--- config.mk ---
export PLATFORM = sky130hd
export DESIGN_NAME = mc_control_unit_flat
export DESIGN_NICKNAME = d
export VERILOG_FILES = /design/src/rtl/cu_pkg.sv /design/src/rtl/mc_control_unit_if.sv /design/src/rtl/alu_decoder.sv /design/src/rtl/mc_control_unit.sv /design/src/flat_wrapper.sv
export SDC_FILE = /design/constraint.sdc
export NUM_CORES = 1
export LEC_CHECK = 0
export CAP_MARGIN = 30
export CORE_MARGIN = 1.5
export CORE_UTILIZATION = 45
export DETAILED_ROUTE_END_ITERATION = 8
export PLACE_DENSITY_LB_ADDON = 0.05
export SKIP_CTS_REPAIR_TIMING = 1
export SLEW_MARGIN = 40
export SYNTH_ARGS = -nofsm -noshare
export SYNTH_HDL_FRONTEND = slang
export SYNTH_SLANG_ARGS = --single-unit
--- constraint.sdc ---
create_clock -name clk -period 2.7 [get_ports clk]
set_clock_uncertainty 0.2 [all_clocks]
set_input_delay 0.27 -clock clk [delete_from_list [all_inputs] [get_ports clk]]
set_output_delay 0.27 -clock clk [all_outputs]
set_load 0.05 [all_outputs]
--- src/rtl/cu_pkg.sv ---
// Shared types and encodings for the multi-cycle RV32I control unit.
package cu_pkg;

    localparam int unsigned STATE_W  = 4;
    localparam int unsigned ALU_OP_W = 4;
    localparam int unsigned IMM_W    = 3;

    typedef enum logic [STATE_W-1:0] {
        FETCH  = 4'd0,
        DECODE = 4'd1,
        MEMADR = 4'd2,
        MEMRD  = 4'd3,
        MEMWB  = 4'd4,
        MEMWR  = 4'd5,
        EXECR  = 4'd6,
        EXECI  = 4'd7,
        ALUWB  = 4'd8,
        BRANCH = 4'd9,
        JAL    = 4'd10,
        LUI    = 4'd11,
        TRAP   = 4'd12
    } state_t;

    // Operation class handed to the ALU decoder
    typedef enum logic [2:0] {
        AM_ADD   = 3'd0,
        AM_SUB   = 3'd1,
        AM_PASSB = 3'd2,
        AM_R     = 3'd3,
        AM_I     = 3'd4
    } alu_mode_t;

    localparam logic [6:0] OP_LOAD   = 7'b0000011;
    localparam logic [6:0] OP_STORE  = 7'b0100011;
    localparam logic [6:0] OP_R      = 7'b0110011;
    localparam logic [6:0] OP_I      = 7'b0010011;
    localparam logic [6:0] OP_BRANCH = 7'b1100011;
    localparam logic [6:0] OP_JAL    = 7'b1101111;
    localparam logic [6:0] OP_LUI    = 7'b0110111;

    localparam logic [ALU_OP_W-1:0] ALU_ADD   = 4'd0;
    localparam logic [ALU_OP_W-1:0] ALU_SUB   = 4'd1;
    localparam logic [ALU_OP_W-1:0] ALU_AND   = 4'd2;
    localparam logic [ALU_OP_W-1:0] ALU_OR    = 4'd3;
    localparam logic [ALU_OP_W-1:0] ALU_XOR   = 4'd4;
    localparam logic [ALU_OP_W-1:0] ALU_SLL   = 4'd5;
    localparam logic [ALU_OP_W-1:0] ALU_SRL   = 4'd6;
    localparam logic [ALU_OP_W-1:0] ALU_SRA   = 4'd7;
    localparam logic [ALU_OP_W-1:0] ALU_SLT   = 4'd8;
    localparam logic [ALU_OP_W-1:0] ALU_SLTU  = 4'd9;
    localparam logic [ALU_OP_W-1:0] ALU_PASSB = 4'd10;

    localparam logic [IMM_W-1:0] IMM_I = 3'd0;
    localparam logic [IMM_W-1:0] IMM_S = 3'd1;
    localparam logic [IMM_W-1:0] IMM_B = 3'd2;
    localparam logic [IMM_W-1:0] IMM_U = 3'd3;
    localparam logic [IMM_W-1:0] IMM_J = 3'd4;

    localparam logic [1:0] SRC_A_PC    = 2'd0;
    localparam logic [1:0] SRC_A_OLDPC = 2'd1;
    localparam logic [1:0] SRC_A_RS1   = 2'd2;

    localparam logic [1:0] SRC_B_RS2  = 2'd0;
    localparam logic [1:0] SRC_B_IMM  = 2'd1;
    localparam logic [1:0] SRC_B_FOUR = 2'd2;

    localparam logic [1:0] RES_ALUOUT = 2'd0;
    localparam logic [1:0] RES_MEM    = 2'd1;
    localparam logic [1:0] RES_ALU    = 2'd2;

endpackage

--- src/rtl/mc_control_unit_if.sv ---
// Instruction fields, ALU flags, memory handshake and datapath selects.
interface mc_control_unit_if #(
    parameter int unsigned ALU_CTRL_W = 4
);
    logic [6:0]            opcode;
    logic [2:0]            funct3;
    logic                  funct7_5;
    logic                  zero;
    logic                  lt;
    logic                  ltu;
    logic                  mem_ready;
    logic                  mem_req;
    logic                  mem_write;
    logic                  adr_src;
    logic                  ir_write;
    logic                  pc_write;
    logic [1:0]            alu_src_a;
    logic [1:0]            alu_src_b;
    logic [2:0]            imm_src;
    logic [ALU_CTRL_W-1:0] alu_ctrl;
    logic [1:0]            result_src;
    logic                  reg_write;

    // Control unit side
    modport master (
        input  opcode, funct3, funct7_5, zero, lt, ltu, mem_ready,
        output mem_req, mem_write, adr_src, ir_write, pc_write,
               alu_src_a, alu_src_b, imm_src, alu_ctrl, result_src, reg_write
    );

    // Datapath / memory side
    modport slave (
        output opcode, funct3, funct7_5, zero, lt, ltu, mem_ready,
        input  mem_req, mem_write, adr_src, ir_write, pc_write,
               alu_src_a, alu_src_b, imm_src, alu_ctrl, result_src, reg_write
    );
endinterface

--- src/rtl/alu_decoder.sv ---
// Combinational mapping of operation class and funct fields to an ALU op.
module alu_decoder
    import cu_pkg::*;
(
    input  alu_mode_t           mode,
    input  logic [2:0]          funct3,
    input  logic                funct7_5,
    output logic [ALU_OP_W-1:0] alu_op_c
);

    // funct3 decode for R/I forms; only R-type uses instr[30] on 000
    always_comb begin
        alu_op_c = ALU_ADD;
        case (mode)
            AM_SUB:   alu_op_c = ALU_SUB;
            AM_PASSB: alu_op_c = ALU_PASSB;
            AM_R, AM_I: begin
                case (funct3)
                    3'b000:  alu_op_c = (mode == AM_R && funct7_5) ? ALU_SUB : ALU_ADD;
                    3'b001:  alu_op_c = ALU_SLL;
                    3'b010:  alu_op_c = ALU_SLT;
                    3'b011:  alu_op_c = ALU_SLTU;
                    3'b100:  alu_op_c = ALU_XOR;
                    3'b101:  alu_op_c = funct7_5 ? ALU_SRA : ALU_SRL;
                    3'b110:  alu_op_c = ALU_OR;
                    default: alu_op_c = ALU_AND;
                endcase
            end
            default:  alu_op_c = ALU_ADD;
        endcase
    end

endmodule

--- src/rtl/mc_control_unit.sv ---
// Multi-cycle RV32I control FSM: fetch/decode/execute/memory/writeback over a
// shared ALU and unified memory, with memory-wait timeout and illegal-op trap.
// Optional retired-instruction counter enabled by defining MC_CU_INSTRET_EN.
module mc_control_unit
    import cu_pkg::*;
#(
    parameter int unsigned ALU_CTRL_W = 4,
    parameter int unsigned TIMEOUT    = 16
) (
    input  logic                 clk,
    input  logic                 rst_n,
    mc_control_unit_if.master    bus,
    output logic                 fault,
    output logic [STATE_W-1:0]   state_o
`ifdef MC_CU_INSTRET_EN
    ,
    output logic [31:0]          instret
`endif
);

    localparam int unsigned CNT_W = $clog2(TIMEOUT);

    state_t              state;
    state_t              next_state;
    logic [CNT_W-1:0]    wait_cnt;
    logic                timeout_hit;
    logic                taken;
    logic                br_illegal;
    alu_mode_t           alu_mode;
    logic [ALU_OP_W-1:0] alu_op;

    logic       mem_req_c;
    logic       mem_write_c;
    logic       adr_src_c;
    logic       ir_write_c;
    logic       pc_write_c;
    logic [1:0] alu_src_a_c;
    logic [1:0] alu_src_b_c;
    logic [2:0] imm_src_c;
    logic [1:0] result_src_c;
    logic       reg_write_c;

    assign timeout_hit = (wait_cnt == CNT_W'(TIMEOUT - 1));

    alu_decoder u_alu_decoder (
        .mode     (alu_mode),
        .funct3   (bus.funct3),
        .funct7_5 (bus.funct7_5),
        .alu_op_c (alu_op)
    );

    // Branch condition from comparison flags; 010/011 are not branches
    always_comb begin
        taken      = 1'b0;
        br_illegal = 1'b0;
        case (bus.funct3)
            3'b000:  taken = bus.zero;
            3'b001:  taken = ~bus.zero;
            3'b100:  taken = bus.lt;
            3'b101:  taken = ~bus.lt;
            3'b110:  taken = bus.ltu;
            3'b111:  taken = ~bus.ltu;
            default: br_illegal = 1'b1;
        endcase
    end

    // State register
    always_ff @(posedge clk or negedge rst_n) begin
        if (!rst_n) begin
            state <= FETCH;
        end else begin
            state <= next_state;
        end
    end

    // Next state and datapath controls; everything forced low while in reset
    always_comb begin
        next_state   = state;
        mem_req_c    = 1'b0;
        mem_write_c  = 1'b0;
        adr_src_c    = 1'b0;
        ir_write_c   = 1'b0;
        pc_write_c   = 1'b0;
        alu_src_a_c  = SRC_A_PC;
        alu_src_b_c  = SRC_B_RS2;
        imm_src_c    = IMM_I;
        result_src_c = RES_ALUOUT;
        reg_write_c  = 1'b0;
        alu_mode     = AM_ADD;
        if (rst_n) begin
            unique case (state)
                FETCH: begin
                    mem_req_c    = 1'b1;
                    alu_src_b_c  = SRC_B_FOUR;
                    result_src_c = RES_ALU;
                    if (bus.mem_ready) begin
                        ir_write_c = 1'b1;
                        pc_write_c = 1'b1;
                        next_state = DECODE;
                    end else if (timeout_hit) begin
                        next_state = TRAP;
                    end
                end
                DECODE: begin
                    alu_src_a_c = SRC_A_OLDPC;
                    alu_src_b_c = SRC_B_IMM;
                    imm_src_c   = IMM_B;
                    case (bus.opcode)
                        OP_LOAD, OP_STORE: next_state = MEMADR;
                        OP_R:              next_state = EXECR;
                        OP_I:              next_state = EXECI;
                        OP_BRANCH:         next_state = BRANCH;
                        OP_JAL:            next_state = JAL;
                        OP_LUI:            next_state = LUI;
                        default:           next_state = TRAP;
                    endcase
                end
                MEMADR: begin
                    alu_src_a_c = SRC_A_RS1;
                    alu_src_b_c = SRC_B_IMM;
                    if (bus.opcode == OP_STORE) begin
                        imm_src_c  = IMM_S;
                        next_state = MEMWR;
                    end else begin
                        next_state = MEMRD;
                    end
                end
                MEMRD: begin
                    mem_req_c = 1'b1;
                    adr_src_c = 1'b1;
                    if (bus.mem_ready) begin
                        next_state = MEMWB;
                    end else if (timeout_hit) begin
                        next_state = TRAP;
                    end
                end
                MEMWB: begin
                    result_src_c = RES_MEM;
                    reg_write_c  = 1'b1;
                    next_state   = FETCH;
                end
                MEMWR: begin
                    mem_req_c   = 1'b1;
                    mem_write_c = 1'b1;
                    adr_src_c   = 1'b1;
                    if (bus.mem_ready) begin
                        next_state = FETCH;
                    end else if (timeout_hit) begin
                        next_state = TRAP;
                    end
                end
                EXECR: begin
                    alu_src_a_c = SRC_A_RS1;
                    alu_src_b_c = SRC_B_RS2;
                    alu_mode    = AM_R;
                    next_state  = ALUWB;
                end
                EXECI: begin
                    alu_src_a_c = SRC_A_RS1;
                    alu_src_b_c = SRC_B_IMM;
                    imm_src_c   = IMM_I;
                    alu_mode    = AM_I;
                    next_state  = ALUWB;
                end
                ALUWB: begin
                    result_src_c = RES_ALUOUT;
                    reg_write_c  = 1'b1;
                    next_state   = FETCH;
                end
                BRANCH: begin
                    alu_src_a_c  = SRC_A_RS1;
                    alu_src_b_c  = SRC_B_RS2;
                    alu_mode     = AM_SUB;
                    result_src_c = RES_ALUOUT;
                    if (br_illegal) begin
                        next_state = TRAP;
                    end else begin
                        pc_write_c = taken;
                        next_state = FETCH;
                    end
                end
                JAL: begin
                    // PC <- target held in ALUOut; ALU forms the link value
                    alu_src_a_c  = SRC_A_OLDPC;
                    alu_src_b_c  = SRC_B_FOUR;
                    imm_src_c    = IMM_J;
                    result_src_c = RES_ALUOUT;
                    pc_write_c   = 1'b1;
                    next_state   = ALUWB;
                end
                LUI: begin
                    alu_src_b_c = SRC_B_IMM;
                    imm_src_c   = IMM_U;
                    alu_mode    = AM_PASSB;
                    next_state  = ALUWB;
                end
                TRAP: begin
                    next_state = TRAP;
                end
                default: begin
                    next_state = TRAP;
                end
            endcase
        end
    end

    // Memory wait counter; cleared by ready or any state change
    always_ff @(posedge clk or negedge rst_n) begin
        if (!rst_n) begin
            wait_cnt <= '0;
        end else if (next_state != state || bus.mem_ready) begin
            wait_cnt <= '0;
        end else if (mem_req_c) begin
            wait_cnt <= wait_cnt + CNT_W'(1);
        end
    end

    // Sticky fault: TRAP is only left through reset
    always_ff @(posedge clk or negedge rst_n) begin
        if (!rst_n) begin
            fault <= 1'b0;
        end else begin
            fault <= (next_state == TRAP);
        end
    end

`ifdef MC_CU_INSTRET_EN
    // Count instructions retiring back into FETCH
    always_ff @(posedge clk or negedge rst_n) begin
        if (!rst_n) begin
            instret <= 32'd0;
        end else if (next_state == FETCH && state != FETCH) begin
            instret <= instret + 32'd1;
        end
    end
`endif

    assign state_o        = STATE_W'(state);
    assign bus.mem_req    = mem_req_c;
    assign bus.mem_write  = mem_write_c;
    assign bus.adr_src    = adr_src_c;
    assign bus.ir_write   = ir_write_c;
    assign bus.pc_write   = pc_write_c;
    assign bus.alu_src_a  = alu_src_a_c;
    assign bus.alu_src_b  = alu_src_b_c;
    assign bus.imm_src    = imm_src_c;
    assign bus.alu_ctrl   = ALU_CTRL_W'(alu_op);
    assign bus.result_src = result_src_c;
    assign bus.reg_write  = reg_write_c;

endmodule

--- src/flat_wrapper.sv ---
// flat-port wrapper written by rule: the top's interface ports become plain ports
module mc_control_unit_flat import cu_pkg::*;
#(
    parameter int unsigned ALU_CTRL_W = 4,
    parameter int unsigned TIMEOUT    = 16
)
  (clk, rst_n, fault, state_o, bus_opcode, bus_funct3, bus_funct7_5, bus_zero, bus_lt, bus_ltu, bus_mem_ready, bus_mem_req, bus_mem_write, bus_adr_src, bus_ir_write, bus_pc_write, bus_alu_src_a, bus_alu_src_b, bus_imm_src, bus_alu_ctrl, bus_result_src, bus_reg_write);
  mc_control_unit_if #(.ALU_CTRL_W(ALU_CTRL_W)) bus_i ();
  input  logic clk;
  input  logic rst_n;
  output logic fault;
  output logic [STATE_W-1:0] state_o;
  input wire logic [$bits(bus_i.opcode)-1:0] bus_opcode;
  input wire logic [$bits(bus_i.funct3)-1:0] bus_funct3;
  input wire logic [$bits(bus_i.funct7_5)-1:0] bus_funct7_5;
  input wire logic [$bits(bus_i.zero)-1:0] bus_zero;
  input wire logic [$bits(bus_i.lt)-1:0] bus_lt;
  input wire logic [$bits(bus_i.ltu)-1:0] bus_ltu;
  input wire logic [$bits(bus_i.mem_ready)-1:0] bus_mem_ready;
  output wire logic [$bits(bus_i.mem_req)-1:0] bus_mem_req;
  output wire logic [$bits(bus_i.mem_write)-1:0] bus_mem_write;
  output wire logic [$bits(bus_i.adr_src)-1:0] bus_adr_src;
  output wire logic [$bits(bus_i.ir_write)-1:0] bus_ir_write;
  output wire logic [$bits(bus_i.pc_write)-1:0] bus_pc_write;
  output wire logic [$bits(bus_i.alu_src_a)-1:0] bus_alu_src_a;
  output wire logic [$bits(bus_i.alu_src_b)-1:0] bus_alu_src_b;
  output wire logic [$bits(bus_i.imm_src)-1:0] bus_imm_src;
  output wire logic [$bits(bus_i.alu_ctrl)-1:0] bus_alu_ctrl;
  output wire logic [$bits(bus_i.result_src)-1:0] bus_result_src;
  output wire logic [$bits(bus_i.reg_write)-1:0] bus_reg_write;
  assign bus_i.opcode = bus_opcode;
  assign bus_i.funct3 = bus_funct3;
  assign bus_i.funct7_5 = bus_funct7_5;
  assign bus_i.zero = bus_zero;
  assign bus_i.lt = bus_lt;
  assign bus_i.ltu = bus_ltu;
  assign bus_i.mem_ready = bus_mem_ready;
  assign bus_mem_req = bus_i.mem_req;
  assign bus_mem_write = bus_i.mem_write;
  assign bus_adr_src = bus_i.adr_src;
  assign bus_ir_write = bus_i.ir_write;
  assign bus_pc_write = bus_i.pc_write;
  assign bus_alu_src_a = bus_i.alu_src_a;
  assign bus_alu_src_b = bus_i.alu_src_b;
  assign bus_imm_src = bus_i.imm_src;
  assign bus_alu_ctrl = bus_i.alu_ctrl;
  assign bus_result_src = bus_i.result_src;
  assign bus_reg_write = bus_i.reg_write;
  mc_control_unit #(.ALU_CTRL_W(ALU_CTRL_W), .TIMEOUT(TIMEOUT)) u_core (.clk(clk), .rst_n(rst_n), .bus(bus_i), .fault(fault), .state_o(state_o));
endmodule
Yosys cells after proc, flatten, opt, wreduce, memory -nomap -nowiden
Index checks and enable logic that the tools add are counted.
{"block": "op_classes", "addsub": 1, "mul": 0, "n_div": 0, "magnitude_cmp": 0, "eq_ne": 32, "n_shift": 0, "muxes": 41, "bitwise": 3, "reduce_logical": 16}
{"cell": "4-bit 2-to-1 mux", "n": 8}
{"cell": "4-bit case mux with 8 select lines", "n": 1}
{"cell": "4-bit case mux with 7 select lines", "n": 1}
{"cell": "4-bit equality test, second input constant", "n": 6}
{"cell": "3-bit case mux with 4 select lines", "n": 2}
{"cell": "4-bit case mux with 6 select lines", "n": 1}
{"cell": "7-bit by 6-bit equality test with 1-bit output, second input constant", "n": 3}
{"cell": "4-bit by 3-bit equality test with 1-bit output, second input constant", "n": 4}
{"cell": "1-bit 2-to-1 mux", "n": 16}
{"cell": "3-bit equality test, second input constant", "n": 5}
{"cell": "7-bit equality test, second input constant", "n": 2}
{"cell": "3-bit by 2-bit equality test with 1-bit output, second input constant", "n": 4}
{"cell": "2-bit case mux with 2 select lines", "n": 3}
{"cell": "4-bit case mux with 3 select lines", "n": 1}
{"cell": "2-bit OR reduction", "n": 6}
{"cell": "4-bit OR reduction", "n": 3}
{"cell": "3-bit 2-to-1 mux", "n": 3}
{"cell": "4-bit by 2-bit equality test with 1-bit output, second input constant", "n": 2}
{"cell": "7-bit by 2-bit equality test with 1-bit output, second input constant", "n": 1}
{"cell": "7-bit by 5-bit equality test with 1-bit output, second input constant", "n": 1}
{"cell": "3-bit by 1-bit equality test with 1-bit output, second input constant", "n": 2}
{"cell": "2-bit 2-to-1 mux", "n": 3}
{"cell": "1-bit case mux with 6 select lines", "n": 1}
{"cell": "6-bit OR reduction", "n": 1}
{"cell": "11 further kinds", "n": 13}
{"block": "totals", "register_bits": 9, "latch_bits": 0, "ram_bits": 0, "mem_bits_ro": 0, "inputBits": 17, "mem_count": 0}

Depth between registers and ports, before layout
{"block": "logic_depth", "ltp_word": 8, "ltp_mapped": 7}

Cells and area by module
Synthesis repeated with hierarchy kept, for this count alone.
{"block": "unflattened", "hier_cells": 189, "hier_area_um2": 1308.8}
{"mod": "mc_control_unit", "instances": 1, "cells_per_inst": 167, "area_each_um2": 1168.6, "seq_area_each_um2": 225.2}
{"mod": "alu_decoder", "instances": 1, "cells_per_inst": 22, "area_each_um2": 140.1, "seq_area_each_um2": 0.0}

Worst setup path before layout
OpenSTA, ideal clock, no wires.
{"block": "synth_timing", "path_type": "reg2out", "startpoint": "register u_core.state[2] (netlist: u_core.state_o[2])", "endpoint": "output bus_alu_ctrl[2]", "arrival_time_ns": 2.916, "t_required_ns": 2.230, "path_slack_ns": -0.686, "path_stages_with_launch": 5, "path_buffers": 1, "path_cell_list": "dfrtp_1 -> clkbuf_1 -> nor2b_1 -> nand2_1 -> nor4_1"}
{"block": "synth_via", "elab_chain_len": 6, "word_cells_on_any_way": 12}
{"element": "from (decl)", "line_no": "mc_control_unit.sv:23", "source": "state_t state;"}
{"element": "from (signal assigned)", "line_no": "mc_control_unit.sv:72", "source": "state <= next_state;"}
{"element": "4-bit equality test / 4-bit by 3-bit equality test with 1-bit output (equally long branches)", "line_no": "mc_control_unit.sv:91", "source": "unique case (state)"}
{"element": "3-bit case mux with 4 select lines *", "line_no": "mc_control_unit.sv:91"}
{"element": "3-bit 2-to-1 mux *", "line_no": "mc_control_unit.sv:90", "source": "if (rst_n) begin"}
{"element": "3-bit by 2-bit equality test with 1-bit output / 3-bit equality test (equally long branches)", "line_no": "alu_decoder.sv:14", "source": "case (mode)"}
{"element": "2-bit OR reduction", "line_no": "alu_decoder.sv:14"}
{"element": "4-bit case mux with 3 select lines *", "line_no": "alu_decoder.sv:14"}
{"element": "to (decl)", "line_no": "flat_wrapper.sv:28", "source": "output wire logic [$bits(bus_i.alu_ctrl)-1:0] bus_alu_ctrl;"}
Every way passes the cells marked *; elsewhere a longest branch is shown, timed or not.

Worst setup path after layout
{"block": "layout_timing", "startpoint": "input bus_opcode[3]", "endpoint": "output bus_imm_src[0]"}
{"block": "layout_via", "elab_chain_len": 4}
{"element": "from (decl)", "line_no": "flat_wrapper.sv:13", "source": "input wire logic [$bits(bus_i.opcode)-1:0] bus_opcode;"}
{"element": "7-bit by 6-bit equality test with 1-bit output", "line_no": "mc_control_unit.sv:121", "source": "if (bus.opcode == OP_STORE) begin"}
{"element": "1-bit 2-to-1 mux", "line_no": "mc_control_unit.sv:121"}
{"element": "3-bit case mux with 4 select lines", "line_no": "mc_control_unit.sv:91"}
{"element": "3-bit 2-to-1 mux", "line_no": "mc_control_unit.sv:90"}
{"element": "to (decl)", "line_no": "flat_wrapper.sv:27", "source": "output wire logic [$bits(bus_i.imm_src)-1:0] bus_imm_src;"}
No other way between the ends.

==> results.txt <==
Each instance of the synthesized netlist takes up on average 7.16 sq um. Input and output buffers added on the ports amount to 40. The share of the cycle needed by the critical path after routing is 97.6%, and the post-synth net total is 190.

The largest buffer count on any clock path was 2. In the routed design, unresolved DRC markers number 0. Of the cells placed in the final design, the portion with a size suffix greater than 1 is 30.9%.

In this run the power density over the cells is 393 nW/um^2. The clock tree root buffer cell is sky130_fd_sc_hd__clkbuf_4. Summing the areas of all and, or, nand and nor instances in the mapped netlist gives 39.8% of the synthesized area. For the finished layout, the period the worst path requires is 2630 ps. For this run, the top clock speed supported by timing is 0.380 GHz.

The pin count of the biggest net entering global routing was 29; the placement-stage cell area was 2020 sq um. After synthesis, the largest family of logic cells by area is simple AND/OR/NAND/NOR gates. From synthesis to final layout, the design area changed by 73.1%.

The repair_antennas step left the layout with diodes totalling 0. Measured against the total synthesized area, the mux share comes to 2.44%. The logs give 51 for the count of unique library cells instantiated by Yosys and 3.46 mm for the detailed-placement wirelength estimate.

Summed over all cells, the static leakage comes to 0.887 nW. The global-route usage over all layers was 29.0%; the portion of synthesized cell area occupied by the leading cell type was 18.3%. The sum of negative setup slack was 0 ps. The critical path in this run is classified as input pin to output port. For this run, the detailed router's first-pass iteration total came to 5. The logs give 0 for the overall overflow remaining after global route and 1485 for the number of global-route vias before repair.

The detail route stage leaves a number of antenna-violating nets equal to 0. Sorting the synthesized cells by area gives the leading types as sky130_fd_sc_hd__dfrtp_1 18%, sky130_fd_sc_hd__nor2_1 5.5%, sky130_fd_sc_hd__nor3_1 4.9%. Number of H-tree levels: 1. The floorplan step defined a die boundary enclosing 3060 sq um. During I/O placement, the number of pins put on the boundary was 41. Once routing completed, OpenROAD measured the worst setup slack at 65.9 ps.

Summed over all instances, the cell type with the most area after synthesis is sky130_fd_sc_hd__dfrtp_1. The most critical setup path has its startpoint at bus_opcode[3]. The worst setup slack before clock tree synthesis was -90.4 ps; the flop and latch count out of synthesis was 9.

Max-cap violations in this run came to 0. VDD sags by at most 567 uV. The netlist area before placement came out at 1230 sq um. The tools report the latest clock arrival within the worst-skew pair as 270 ps.

Counting every instance in the synthesized netlist gives 172. The logs give 152 for the filler cell count and 9 for the number of clock sinks seen by CTS. For the initial core utilization, the log shows 48.8%.

The area taken by multi-input logic gates is 998 sq um. The min-delay analysis places its worst path in the category input pin to async pin. The number of nets in the final layout is 252. In this run, CTS created clock tree buffers numbering 3. The tools report the final routed wirelength across all metal layers as 4.75 mm. After clock tree synthesis, the clock-pin slew on the worst setup and hold paths is 60 ps. After routing the design area is 2130 sq um.

Overall die width: 55.3 microns. The worst register-to-register path has a depth of 7. The detailed router placed 1674 vias in this run. The run gives 7.18 mm as the first-pass GRT wire length. The transition time at the pin with the least slew margin works out to 508 ps.

The worst setup path is captured at an output port. End of the worst register-to-register path: u_core.wait_cnt[2]. STA classifies the critical path startpoint as an input pin. Summing the sequential cell areas from Yosys gives 18.3% of the chip area. For the number of antenna violations at the first check in global routing, the log shows 0. The tools report the DRC violation total after the first TritonRoute iteration as 111. In this run the register-to-register setup slack is 100 ps. Row count: 18. TritonCTS built the clock tree. Counting flops with a built-in enable in the synthesized netlist gives 0.

The flow ran to the end, and the final reports show no timing, DRC or antenna violations. Setup violations remaining at the end of the flow were counted as 0. In the final routed layout, each cell accounts on average for 18.1 microns. The worst endpoint required time is 2230 ps. The worst pin sits at a relative slew slack of 66.0%.

The startpoint identified for the worst register-to-register timing path is u_core.state_o[0]. The synthesized netlist devotes 26.6% of its cell area to compound gates. Summing all flip-flop and latch instances after layout gives 229 sq um. After synthesis, the share of flip-flops with an asynchronous set or reset is 100%.

The run gives 0 as the Yosys warning count. The total area inside the core boundary comes to 2520 sq um. The fraction of the mapped netlist area in adder cells works out to 1.02%. The most used flip-flop cell after synthesis is sky130_fd_sc_hd__dfrtp_1.

The max-slew violation count is 0, and the arrival time of the worst setup path is 2160 ps. The placer's final routability congestion estimate is 0.922. Summing the areas of all xor and xnor instances in the mapped netlist gives 6.40% of the synthesized area. Dividing the detail-routed via count by the number of cells gives 6.37. The y dimension of the die was 55.3 microns. The number of hold violations in the final report is 0, and the largest fanout on the critical path is 3.
placed cells by master, fill, tap and decap left out, types with 3 or more instances in the layout:
master / instances
sky130_fd_sc_hd__buf_4: 29
sky130_fd_sc_hd__nor2_1: 18
sky130_fd_sc_hd__clkdlybuf4s50_1: 18
sky130_fd_sc_hd__buf_12: 18
sky130_fd_sc_hd__nand2_1: 13
sky130_fd_sc_hd__nor3_1: 10
sky130_fd_sc_hd__a21oi_1: 8
sky130_fd_sc_hd__dfrtp_1: 6
sky130_fd_sc_hd__nand3_1: 5
sky130_fd_sc_hd__nand3b_1: 5
sky130_fd_sc_hd__inv_1: 5
sky130_fd_sc_hd__nor2b_1: 5
sky130_fd_sc_hd__o21ai_0: 5
sky130_fd_sc_hd__and3_1: 5
sky130_fd_sc_hd__or3b_1: 4
sky130_fd_sc_hd__nand2b_1: 4
sky130_fd_sc_hd__a31oi_1: 4
sky130_fd_sc_hd__xor2_1: 4
sky130_fd_sc_hd__xnor2_1: 4
sky130_fd_sc_hd__o22ai_1: 3
sky130_fd_sc_hd__mux2i_1: 3
sky130_fd_sc_hd__clkbuf_4: 3
sky130_fd_sc_hd__dlymetal6s2s_1: 3
sky130_fd_sc_hd__dfrtp_2: 3
cells by family after synthesis:
| group | after synthesis |
|---|---|
| AND/OR/NAND/NOR | 88 |
| AO/OA/AOI/OAI | 45 |
| buffers and inverters | 17 |
| XOR/XNOR | 9 |
| flip-flops | 9 |
| multiplexers | 3 |
| adder cells (fa/ha/maj) | 1 |
synth_stat cells, types with 4 or more instances:
master                     instances
sky130_fd_sc_hd__or3b_1            4
sky130_fd_sc_hd__xor2_1            5
sky130_fd_sc_hd__xnor2_1           4
sky130_fd_sc_hd__nor2b_1           7
sky130_fd_sc_hd__a21oi_1          10
sky130_fd_sc_hd__and3_1            5
sky130_fd_sc_hd__nand2b_1          4
sky130_fd_sc_hd__a31oi_1           4
sky130_fd_sc_hd__nand3b_1          5
sky130_fd_sc_hd__nor2_1           18
sky130_fd_sc_hd__o21ai_0           5
sky130_fd_sc_hd__dfrtp_1           9
sky130_fd_sc_hd__nand2_1          13
sky130_fd_sc_hd__nand3_1           5
sky130_fd_sc_hd__nor3_1           12
sky130_fd_sc_hd__inv_1             5
sky130_fd_sc_hd__clkbuf_1          8
flip-flops by register name, summed over array words and instances (netlist names):
register	cells
u_core.wait_cnt	4
u_core.fault	1
u_core.state_o	4
per-stage QoR:
stage	hold WS, ps	power (mW)	cells	utilization (%)
2_1_floorplan	-226	0.475	172	-
3_3_place_gp	391	0.699	254	80.2
3_5_place_dp	438	0.711	254	80.2
4_1_cts	185	0.817	258	81.3
5_1_grt	213	0.873	263	84.5
6_report	192	0.838	263	84.5
power breakdown:
| group | leakage (nW) | switching, mW | total [mW] | internal [mW] |
|---|---|---|---|---|
| clock | 0.0150 | 0.0488 | 0.106 | 0.0571 |
| combinational | 0.756 | 0.312 | 0.549 | 0.238 |
| sequential | 0.116 | 0.0340 | 0.183 | 0.149 |
| total | 0.887 | 0.395 | 0.838 | 0.444 |
worst max-delay path, cell delays in order:
cell and delay, ps:
sky130_fd_sc_hd__clkdlybuf4s50_1 430, sky130_fd_sc_hd__nand3b_1 200, sky130_fd_sc_hd__or4_4 440, sky130_fd_sc_hd__or3_4 350, sky130_fd_sc_hd__a211oi_4 270, sky130_fd_sc_hd__clkbuf_16 200
worst max-delay path by stage:
stage / cells past startpoint / slack [ps] / endpoint
floorplan: 4 / -130 / bus_alu_ctrl[2]
global placement: 8 / 2 / u_core.wait_cnt[1]
CTS: 6 / 20 / bus_imm_src[0]
detailed placement: 8 / -90 / u_core.wait_cnt[0]
finish: 6 / 70 / bus_imm_src[0]
global route: 7 / -60 / bus_alu_ctrl[0]
layout make-up:
class / count / share of cell area, %
repair buffers: 69 / 38.5
well taps: 30 / 1.76
inverters: 5 / 0.881
flip-flops and latches: 9 / 10.7
clock buffers: 4 / 1.23
multi-input cells: 146 / 46.9
metal layers:
metal	global-route usage [%]	part of all wire, %	up-vias	wire [microns]
li1	-	-	763	-
met1	38.5	38	760	1810
met2	47.6	49	127	2330
met3	2.11	8.3	24	396
met4	13.6	4.6	0	221
met5	0	0	-	0
No activity file was read; power rests on OpenSTA's default activity.
